### config.mk
export PLATFORM = sky130hd
export DESIGN_NAME = shift_sequencer
export DESIGN_NICKNAME = d
export VERILOG_FILES = /design/src/rtl/shift_sequencer.sv
export SDC_FILE = /design/constraint.sdc
export NUM_CORES = 1
export LEC_CHECK = 0
export CAP_MARGIN = 30
export CELL_PAD_IN_SITES_DETAIL_PLACEMENT = 2
export CELL_PAD_IN_SITES_GLOBAL_PLACEMENT = 2
export CORE_MARGIN = 8
export CORE_UTILIZATION = 25
export CTS_CLUSTER_DIAMETER = 80
export DETAILED_ROUTE_END_ITERATION = 7
export PLACE_DENSITY = 0.75
export SKIP_LAST_GASP = 1
export SYNTH_ARGS = -nofsm -noshare
export SYNTH_HDL_FRONTEND = slang
export SYNTH_SLANG_ARGS = --single-unit
### constraint.sdc
create_clock -name clk -period 1.21 [get_ports clk]
set_input_delay 0.3025 -clock clk [delete_from_list [all_inputs] [get_ports clk]]
set_output_delay 0.3025 -clock clk [all_outputs]
set_load 0.005 [all_outputs]
### src/rtl/shift_sequencer.sv
// Bit-serial shift controller: performs a 0..WIDTH-1 position shift one bit per clock.
// Optional rotate mode is compiled in when SHIFT_ROTATE_EN is defined.
module shift_sequencer #(
   parameter int WIDTH = 32,
   parameter int AMT_W = 5
) (
   input  logic             clk,
   input  logic             rst_n,
   input  logic             req_valid,
   output logic             req_ready,
   input  logic [WIDTH-1:0] req_data,
   input  logic [AMT_W-1:0] req_amount,
   input  logic             req_dir,
   input  logic             req_rot,
   output logic             resp_valid,
   input  logic             resp_ready,
   output logic [WIDTH-1:0] resp_data,
   output logic             resp_carry,
   output logic             busy
);

   // Handshakes: a transfer happens on a rising edge where valid && ready are both high.
   // Producers hold their payload stable while valid is high and ready is low.
   typedef enum logic [1:0] {
      ST_IDLE  = 2'd0,
      ST_SHIFT = 2'd1,
      ST_DONE  = 2'd2
   } state_e;

   state_e             state_q, state_d;
   logic [WIDTH-1:0]   data_q, data_d;
   logic               carry_q, carry_d;
   logic [AMT_W-1:0]   cnt_q, cnt_d;
   logic               dir_q, dir_d;
   logic               fill_bit;

`ifdef SHIFT_ROTATE_EN
   logic               rot_q, rot_d;

   always_comb begin
      fill_bit = rot_q & (dir_q ? data_q[0] : data_q[WIDTH-1]);
   end
`else
   logic               unused_rot;

   assign unused_rot = req_rot;

   always_comb begin
      fill_bit = 1'b0;
   end
`endif

   always_comb begin
      state_d = state_q;
      data_d  = data_q;
      carry_d = carry_q;
      cnt_d   = cnt_q;
      dir_d   = dir_q;
`ifdef SHIFT_ROTATE_EN
      rot_d   = rot_q;
`endif
      case (state_q)
         ST_IDLE: begin
            if (req_valid) begin
               data_d  = req_data;
               cnt_d   = req_amount;
               dir_d   = req_dir;
               carry_d = 1'b0;
`ifdef SHIFT_ROTATE_EN
               rot_d   = req_rot;
`endif
               state_d = (req_amount == '0) ? ST_DONE : ST_SHIFT;
            end
         end
         ST_SHIFT: begin
            if (dir_q) begin
               carry_d = data_q[0];
               data_d  = {fill_bit, data_q[WIDTH-1:1]};
            end else begin
               carry_d = data_q[WIDTH-1];
               data_d  = {data_q[WIDTH-2:0], fill_bit};
            end
            cnt_d = cnt_q - AMT_W'(1);
            if (cnt_q == AMT_W'(1)) begin
               state_d = ST_DONE;
            end
         end
         ST_DONE: begin
            // Result registers are untouched here, so the response stays frozen under backpressure.
            if (resp_ready) begin
               state_d = ST_IDLE;
            end
         end
         default: begin
            state_d = ST_IDLE;
         end
      endcase
   end

   always_ff @(posedge clk or negedge rst_n) begin
      if (!rst_n) begin
         state_q <= ST_IDLE;
         data_q  <= '0;
         carry_q <= 1'b0;
         cnt_q   <= '0;
         dir_q   <= 1'b0;
`ifdef SHIFT_ROTATE_EN
         rot_q   <= 1'b0;
`endif
      end else begin
         state_q <= state_d;
         data_q  <= data_d;
         carry_q <= carry_d;
         cnt_q   <= cnt_d;
         dir_q   <= dir_d;
`ifdef SHIFT_ROTATE_EN
         rot_q   <= rot_d;
`endif
      end
   end

   assign req_ready  = (state_q == ST_IDLE);
   assign resp_valid = (state_q == ST_DONE);
   assign busy       = (state_q != ST_IDLE);
   assign resp_data  = data_q;
   assign resp_carry = carry_q;

endmodule

==> impl_metrics.csv, run 1 <==
group,metric,value,unit
run_status,status,"finished with violations",
run_status,violations,"setup timing",
finish,nets,429,
placed_design,hpwl,6930,um
setup_path,path_class,"flip-flop to flip-flop",
yosys,synth_top_area_share,42.7,%
setup_path,crit_family,"flip-flops",
floorplanning,die_h,114,um
finish,utilization,50.4,%
placed_design,dpl-instance-area,3700,sq um
finish,layout-drive-gt1-share,66.7,%
setup_path,cp_max_fo,5,
setup_path,r2r_end,"cnt_q[3]",
placed_design,io_buffers,77,
route,firstDrtPassIters,4,
placed_design,routabilityCongestion,0.769,
clock_network,cts-htree-levels,2,
setup_path,cp.arrival,1.73,ns
yosys,synth_area_leaders,"dfrtp_1, o22ai_1, mux2_2, a21oi_1, buf_2",
setup_path,reg2regPathDepth,6,
timing,finalSetupViolations,44,
pwr,clkPwrFrac,7.9,%
setup_path,crit_chain,"buf_6 -> buf_8 -> buf_6 -> or3b_4 -> o311ai_4 -> a311o_2",
clock_network,cts_tree,"yes",
yosys,synthTopCellsByCount,"o22ai_1, dfrtp_1, a21oi_1",
route,drc,0,
timing,rsz0062_at_grt,"yes",
job,maxCapViolCount,0,
pwr,ir_drop,903,uV
finish,syn2layout_area_growth,94.6,%
yosys,synthesis.nets,286,
finish,fillers,929,
clock_network,cts_root_buffer,"clkbuf_8",
floorplanning,die-area,13000,sq um
pwr,power_density,2690,nW/um^2
route,drt-initial-drc-count,56,
setup_path,cp_slowest_cell,"dfrtp_1",
setup_path,start_kind,"flip-flop",
route,vias_per_cell,5.26,
clock_network,clk_latency,0.30,ns
yosys,yosysSeqAreaShare,42.7,%
yosys,synth_flop_cell,"dfrtp_1",
floorplanning,start_util,25.9,%
pwr,p_sw,5.35,mW
clock_network,clock_path_buffers,2,
yosys,avgSynthCellArea,9.97,sq um
setup_path,cp_slowest_stage_delay,0.42,ns
global_route,grt_overflow,0,
timing,fin_ws,-0.274,ns
pwr,swShare,42.6,%
yosys,synth_edf_count,0,
timing,final_hold_viol_count,0,
clock_network,clock_sinks,41,
yosys,postSynthCellCount,241,
route,avgRoutedWirePerCell,24.4,um
yosys,syn-cell-area,2400,sq um
setup_path,r2r_slack,-0.27,ns
setup_path,end_kind,"flip-flop",
global_route,antenna_found_initial,0,
yosys,yosysTopAreaCell,"dfrtp_1",
finish,fin_area,4680,sq um
pwr,combPwrFrac,72.5,%
floorplanning,core_area,9280,sq um
floorplanning,row_count,35,
yosys,yosys.cell_count.top_type,"o22ai_1",
setup_path,r2r-start,"state_q[0]",
clock_network,clk_pin_slew,0.08,ns
timing,worst_pin_slew,0.512,ns
pwr,pwr-share-seq,19.7,%
yosys,yosysWarnings,0,
global_route,grt_max_degree,42,
yosys,async_flop_share,100,%
timing,period_minus_slack,1.48,ns
setup_path,worstPathRequired,1.45,ns
global_route,grt_pass1_wl,16200,um
pwr,leakagePower,1.78,nW
pwr,p_int,7.22,mW
floorplanning,die_w,114,um
yosys,ys_ff_latch,41,
timing,max_slew_margin,65.4,%
route,postRouteAntennaNets,0,
global_route,grt_pass1_vias,3020,
timing,finalSetupTns,-7.89,ns
route,finalWirelength,12500,um
timing,fmax,0.674,GHz
finish,diodes,0,
timing,maxSlewViolCount,0,
timing,holdWs,0.516,ns
yosys,synth_cell_types,37,
route,dr_total_vias,2698,
global_route,grt_usage,15.7,%
timing,final.period_utilization,123,%
setup_path,critPathBufInv,3,
floorplanning,num_io_pins,79,
timing,finalClockSkew,0.00823,ns
clock_network,cts_inserted_buffers,5,
hold_path,min_path_type,"input port to async pin",
setup_path,path_common_cell,"buf_6",
-- stage by stage --
stage / power [mW] / worst slack [ns] / cells
3_3_place_gp: 8.59 / -0.417 / 482
6_report: 12.6 / -0.274 / 513
4_1_cts: 10.6 / -0.258 / 507
3_5_place_dp: 8.95 / -0.442 / 482
5_1_grt: 13.3 / -0.315 / 513
2_1_floorplan: 5.68 / -0.0231 / 241
-- cell type report --
cell class	count	area (sq um)	share of cell area, %
Clock buffer	7	86.3	1.85
Inverter	5	21.3	0.455
Tap cell	129	161	3.45
Multi-Input combinational cell	172	1920	41.1
Sequential cell	41	1030	22.0
Timing Repair Buffer	159	1460	31.2
-- state kept, by name, indices dropped and copies added, names as in the netlist --
signal      cells
dir_q           1
resp_data      32
cnt_q           5
resp_carry      1
state_q         2
-- worst register-to-register path, cell delays in order, from the launching register on --
cell and delay, ns:
dfrtp_1 0.42, buf_6 0.15, buf_8 0.12, buf_6 0.12
or3b_4 0.40, o311ai_4 0.07, a311o_2 0.15
-- cells by family after synthesis --
logic type,share of synthesized area (%)
AO/OA/AOI/OAI,28.2
adder cells (fa/ha/maj),1.04
buffers and inverters,6.25
flip-flops,42.7
multiplexers,14.9
AND/OR/NAND/NOR,6.88
-- metal layers --
metal	vias up	track usage [%]	wire, um
met2	67	28.9	6640
met1	1391	18.3	5190
met3	14	3.17	494
li1	1226	-	-
met4	0	3.28	165
met5	-	0	0
-- how the worst max path moves through the flow --
stage                        from          to  slack (ns)  cells past startpoint
global placement    req_amount[2]  state_q[0]       -0.42                      4
finish                 state_q[0]    cnt_q[3]       -0.27                      6
global route           state_q[0]    cnt_q[3]       -0.32                      6
CTS                    state_q[1]    cnt_q[3]       -0.26                      6
detailed placement  req_amount[2]  state_q[1]       -0.44                      4
floorplan              state_q[1]    cnt_q[4]       -0.02                      4
-- power groups by stage --
| stage | sequential [mW] | combinational (mW) | clock (mW) |
|---|---|---|---|
| detailed placement | 2.49 | 6.46 | 0 |
| finish | 2.47 | 9.11 | 0.992 |
| global route | 2.54 | 9.68 | 1.04 |
| floorplan | 2.64 | 3.04 | 0 |
| CTS | 2.44 | 7.22 | 0.977 |
| global placement | 2.45 | 6.14 | 0 |
-- placed cells by master, fill, tap and decap left out, types with 3 or more instances in the layout --
cell type        instances
clkbuf_8                 6
buf_4                   56
buf_2                   21
buf_12                   8
mux2_2                  30
buf_6                   11
o22ai_4                 23
o22ai_1                 10
inv_2                    3
dfrtp_1                 40
clkbuf_2                13
o22ai_2                 27
nand2_1                  5
buf_8                    3
a21oi_1                 10
a21oi_2                 25
clkbuf_16                3
clkdlybuf4s50_1         40
-- repair_timing --
item                                   in CTS  in global routing
setup endpoints to repair                  77                 57
hold buffers                                1                  0
cloned                                      1                  4
endpoints found under the hold margin      41                  0
buffers inserted                           18                  3
pin swaps                                  14                 58
gates resized for setup                   163                116
Note: power is estimated with default switching activity, not from simulation.
==> inputs of run 2 (changes only) <==
Settings changed: CTS_CLUSTER_SIZE from default to 10, TNS_END_PERCENT from default to 1.
==> run 2 against run 1 <==
  * The flow still finishes with violations (setup timing)
  * Worst hold slack worse by 0.0057 ns
  * Register-to-register slack better by 0.04 ns
  * Clock power grew 18%
  * Die area did not move
  * Sequential power is 2% lower
  * Clock skew is 0.0014 ns lower
  * Routed wire length fell by 24%
  * Via count down 6.3%
  * Highest routed layer unchanged
==> impl_metrics.csv, run 2 (synthesis gave the netlist of run 1 again) <==
group,metric,value,unit
floorplanning,die_w,114,um
floorplanning,num_io_pins,79,
floorplanning,start_util,25.9,%
timing,finalSetupViolations,77,
setup_path,worstPathRequired,1.44,ns
setup_path,reg2regPathDepth,6,
global_route,grt_pass1_vias,2975,
pwr,power,10.1,mW
floorplanning,row_count,35,
finish,layout_common_cells,"o22ai_1, buf_4, clkdlybuf4s50_1",
placed_design,routabilityCongestion,0.832,
clock_network,cts-htree-levels,2,
route,drc,0,
floorplanning,core_area,9280,sq um
clock_network,clock_path_buffers,2,
finish,largest_reg_flops,32,
timing,rsz0062_at_grt,"yes",
timing,fin_ws,-0.237,ns
clock_network,clk_latency,0.29,ns
finish,syn2layout_area_growth,63.3,%
global_route,antenna_found_initial,0,
timing,max_slew_margin,75.5,%
finish,fin_area,3920,sq um
setup_path,r2r-start,"state_q[0]",
timing,final_hold_viol_count,0,
setup_path,end_kind,"flip-flop",
timing,fmax,0.691,GHz
finish,layout-drive-gt1-share,35.1,%
run_status,status,"finished with violations",
setup_path,start_kind,"flip-flop",
timing,finalClockSkew,0.00682,ns
pwr,p_sw,3.84,mW
route,firstDrtPassIters,4,
finish,final_common_cell,"o22ai_1",
global_route,grt_pass1_wl,15500,um
route,postRouteAntennaNets,0,
setup_path,cp_max_fo,6,
route,avgRoutedWirePerCell,19.1,um
placed_design,dpl-instance-area,3720,sq um
placed_design,post-place-ws,-0.466,ns
run_status,violations,"setup timing",
placed_design,io_buffers,77,
route,drt-initial-drc-count,83,
pwr,pwr-share-seq,24.0,%
timing,maxSlewViolCount,0,
pwr,clkPwrFrac,11.7,%
route,finalWirelength,9530,um
finish,regArea,1030,sq um
finish,fillers,1021,
floorplanning,die_h,114,um
route,dr_total_vias,2529,
global_route,grt_overflow,0,
timing,period_minus_slack,1.45,ns
global_route,grt_max_degree,42,
pwr,swShare,38.1,%
clock_network,cts_inserted_buffers,5,
clock_network,clock_sinks,41,
placed_design,hpwl,6840,um
finish,nets,414,
pwr,ir_drop,747,uV
hold_path,min_path_type,"input port to async pin",
setup_path,r2r_slack,-0.24,ns
pwr,combPwrFrac,64.3,%
setup_path,path_class,"flip-flop to flip-flop",
pwr,p_int,6.22,mW
clock_network,cts_tree,"yes",
clock_network,cts_root_buffer,"clkbuf_8",
route,vias_per_cell,5.07,
finish,diodes,0,
setup_path,cp.arrival,1.68,ns
floorplanning,die-area,13000,sq um
pwr,leakagePower,1.55,nW
global_route,grt_usage,14.8,%
timing,worst_pin_slew,0.367,ns
clock_network,clk_pin_slew,0.08,ns
finish,multi_input_area,1290,sq um
setup_path,r2r_end,"cnt_q[3]",
job,maxCapViolCount,0,
timing,final.period_utilization,120,%
pwr,power_density,2560,nW/um^2
[run 2: cell types whose count changed in the layout (fill, tap and decap cells not counted), sizes merged]
cell           change
dlygate4sd2       +33
buf               -29
clkbuf            -16
clkdlybuf4s15      -2
bufbuf             -1
bufinv             +1
[run 2: metrics by stage]
stage	utilization, %	hold WS (ns)	cells	setup TNS, ns
final	42.3	0.510	499	-9.22
after global placement	40.1	0.299	483	-15.78
after CTS	42.0	0.510	499	-9.97
after floorplan	-	0.00691	241	-0.401
after global routing	42.3	0.553	499	-13.11
after detailed placement	40.1	0.304	483	-17.54
[run 2: layer usage]
layer	routed length, um	global-route usage (%)	vias to the layer above
met5	0	0	-
met2	4830	26.7	57
met1	4170	17.4	1270
li1	-	-	1196
met3	464	3.75	6
met4	66	2.84	0
[run 2: worst max path at each step]
stage | from | to | slack (ns) | cells past startpoint
finish | state_q[0] | cnt_q[3] | -0.24 | 6
global route | state_q[0] | cnt_q[3] | -0.29 | 6
CTS | state_q[0] | busy | -0.24 | 4
detailed placement | req_amount[1] | state_q[0] | -0.47 | 4
global placement | req_amount[2] | state_q[0] | -0.42 | 4
floorplan | cnt_q[2] | cnt_q[3] | -0.03 | 2
[run 2: worst max-delay path, cell delays in order (launching register included)]
cell and delay, ns:
dfrtp_2 0.43, buf_6 0.13, buf_6 0.13, buf_6 0.12, or3b_1 0.36, o311ai_2 0.08
a311o_2 0.14
[run 2: final cells by class]
type,count,share of cell area [%]
Multi-Input combinational cell,172,32.8
Clock inverter,1,0.765
Clock buffer,7,2.20
Tap cell,129,4.11
Timing Repair Buffer,144,33.3
Sequential cell,41,26.2
Inverter,5,0.542
[run 2: power groups by stage]
| stage | sequential (mW) | clock, mW | combinational [mW] |
|---|---|---|---|
| after floorplan | 2.64 | 0 | 3.03 |
| after global placement | 2.44 | 0 | 6.21 |
| after detailed placement | 2.47 | 0 | 6.52 |
| after CTS | 2.42 | 1.21 | 6.48 |
| after global routing | 2.49 | 1.25 | 7.12 |
| final | 2.41 | 1.17 | 6.47 |
[run 2: what timing repair did]
| action | in CTS | in global routing |
|---|---|---|
| setup endpoints to repair | 77 | 77 |
| gates resized for setup | 62 | 5 |
| setup buffers | 7 | 0 |
| hold buffers | 1 | 0 |
| hold endpoints to repair | 41 | 0 |
| pin swaps | 7 | 1 |
==> inputs of run 3 (changes only) <==
Settings changed: SKIP_LAST_GASP 1 to default.
==> run 3 against run 2 <==
  * The flow still finishes with violations (setup timing)
  * Via count decreased by 0.59%
  * Sequential cell count did not move
  * Combinational power down 0.8%
  * Routed wire length down 0.87%
  * Sequential power about the same
  * Cell count did not move
  * Clock skew increased by 0.0020 ns
  * Clock power barely moved
  * Register-to-register slack is essentially flat
  * Global-route usage fell by 0.10 points
  * Critical path depth shrank 1
  * Critical path type unchanged
  * Critical endpoint is now state_q[1]
  * Largest power group unchanged
==> impl_metrics.csv, run 3 (synthesis gave the netlist of run 1 again) <==
group,metric,value,unit
global_route,grt_pass1_wl,15400,um
clock_network,clk_latency,0.29,ns
setup_path,cp_slowest_cell,"dfrtp_2",
placed_design,placed_cells,483,
floorplanning,die_h,114,um
job,maxCapViolCount,0,
placed_design,hpwl,6840,um
finish,largest_reg_flops,32,
timing,maxSlewViolCount,0,
timing,fmax,0.691,GHz
setup_path,worstPathRequired,1.38,ns
finish,layout_common_cells,"o22ai_1, buf_4, dfrtp_1, clkdlybuf4s50_1, a21oi_1",
finish,finalNonFillerCells,499,
pwr,power_density,2590,nW/um^2
setup_path,reg2regPathDepth,5,
clock_network,clock_sinks,41,
finish,diodes,0,
route,drc,0,
floorplanning,core_area,9280,sq um
route,avgRoutedWirePerCell,18.9,um
setup_path,cp_max_fo,6,
clock_network,clk_pin_slew,0.08,ns
setup_path,end_kind,"flip-flop",
hold_path,whs_path_depth,3,
route,drt-initial-drc-count,89,
timing,finalSetupTns,-7.24,ns
finish,fillers,1015,
timing,fin_ws,-0.236,ns
finish,layout-drive-gt1-share,46.2,%
finish,final_common_cell,"o22ai_1",
timing,final.period_utilization,120,%
setup_path,path_class,"flip-flop to flip-flop",
floorplanning,die-area,13000,sq um
timing,max_slew_margin,79.5,%
setup_path,start_kind,"flip-flop",
clock_network,cts_root_buffer,"clkbuf_8",
timing,period_minus_slack,1.45,ns
setup_path,cp_slowest_stage_delay,0.43,ns
pwr,ir_drop,718,uV
timing,final_hold_viol_count,0,
route,postRouteAntennaNets,0,
route,vias_per_cell,5.04,
timing,finalSetupViolations,44,
run_status,status,"finished with violations",
floorplanning,row_count,35,
setup_path,cp.arrival,1.62,ns
global_route,grt_overflow,0,
global_route,grt_max_degree,42,
finish,nets,414,
clock_network,cts-htree-levels,2,
placed_design,routabilityCongestion,0.832,
global_route,grt_pass1_vias,2953,
clock_network,clock_path_buffers,2,
pwr,power,10.0,mW
route,dr_total_vias,2514,
route,firstDrtPassIters,4,
clock_network,cts_tree,"yes",
global_route,grt_usage,14.7,%
placed_design,post-place-ws,-0.466,ns
clock_network,cts_inserted_buffers,5,
timing,holdWs,0.415,ns
timing,worst_pin_slew,0.307,ns
floorplanning,die_w,114,um
setup_path,crit_family,"flip-flops",
run_status,violations,"setup timing",
finish,syn2layout_area_growth,61.1,%
placed_design,io_buffers,77,
global_route,antenna_found_initial,0,
route,finalWirelength,9450,um
setup_path,crit_cells,5,
pwr,leakagePower,1.56,nW
setup_path,critPathBufInv,2,
floorplanning,num_io_pins,79,
floorplanning,start_util,25.9,%
setup_path,crit_chain,"buf_6 -> buf_8 -> nor2b_1 -> and3_1 -> a211o_1",
hold_path,min_path_type,"input port to flip-flop",
timing,finalClockSkew,0.00879,ns
timing,rsz0062_at_grt,"yes",
-- run 3: cell count changes in the layout (fill, tap and decap cells not counted), moves of 2 or more --
cell	before	now
buf_6	8	10
dlygate4sd2_1	33	0
buf_2	4	19
o22ai_1	60	54
clkbuf_2	0	18
buf_4	53	50
o22ai_2	0	6
-- run 3: power breakdown --
part	switching (mW)	internal (mW)	leakage, nW
clock	0.498	0.674	0.0585
combinational	2.96	3.46	1.06
sequential	0.408	2.02	0.447
total	3.87	6.15	1.56
-- run 3: worst paths after layout --
check,from,to,slack [ns]
worst max-delay path,state_q[0],state_q[1],-0.24
worst min-delay path,req_amount[1],cnt_q[1],0.41
worst max register to register,state_q[0],state_q[1],-0.24
worst min register to register,resp_carry,resp_carry,0.50
max in group asynchronous,rst_n,state_q[1],0.45
min in group asynchronous,rst_n,resp_data[6],0.51
-- run 3: final cells by class --
cell class | count | area (sq um) | share of cell area [%]
repair buffers | 144 | 1200 | 31.0
clock buffers | 7 | 86.3 | 2.23
flip-flops and latches | 41 | 1030 | 26.6
well taps | 129 | 161 | 4.17
inverters | 5 | 21.3 | 0.550
multi-input cells | 172 | 1340 | 34.7
clock inverters | 1 | 30.0 | 0.776
-- run 3: repair_timing --
action,in CTS,in global routing
endpoints found under the hold margin,41,0
setup endpoints to repair,77,63
buffers inserted,7,0
resized for setup,141,23
pin swaps,17,3
hold buffers,1,0
-- run 3: per-layer routing --
layer	wire, um	vias to the layer above	GRT usage [%]
met5	0	-	0
met4	66	0	2.84
met3	414	6	3.65
met2	4780	55	26.3
met1	4190	1256	17.5
li1	-	1197	-
-- run 3: per-stage QoR --
stage | area (sq um) | util (%)
final | 3870 | 41.7
after global routing | 3870 | 41.7
after CTS | 3950 | 42.5
after detailed placement | 3720 | 40.1
after global placement | 3720 | 40.1
after floorplan | 2420 | -
-- run 3: tightest hold or removal path: cells and delay by family --
kind	cells	cell delay (ns)
buffers and inverters	1	0.14
AO/OA/AOI/OAI	2	0.21
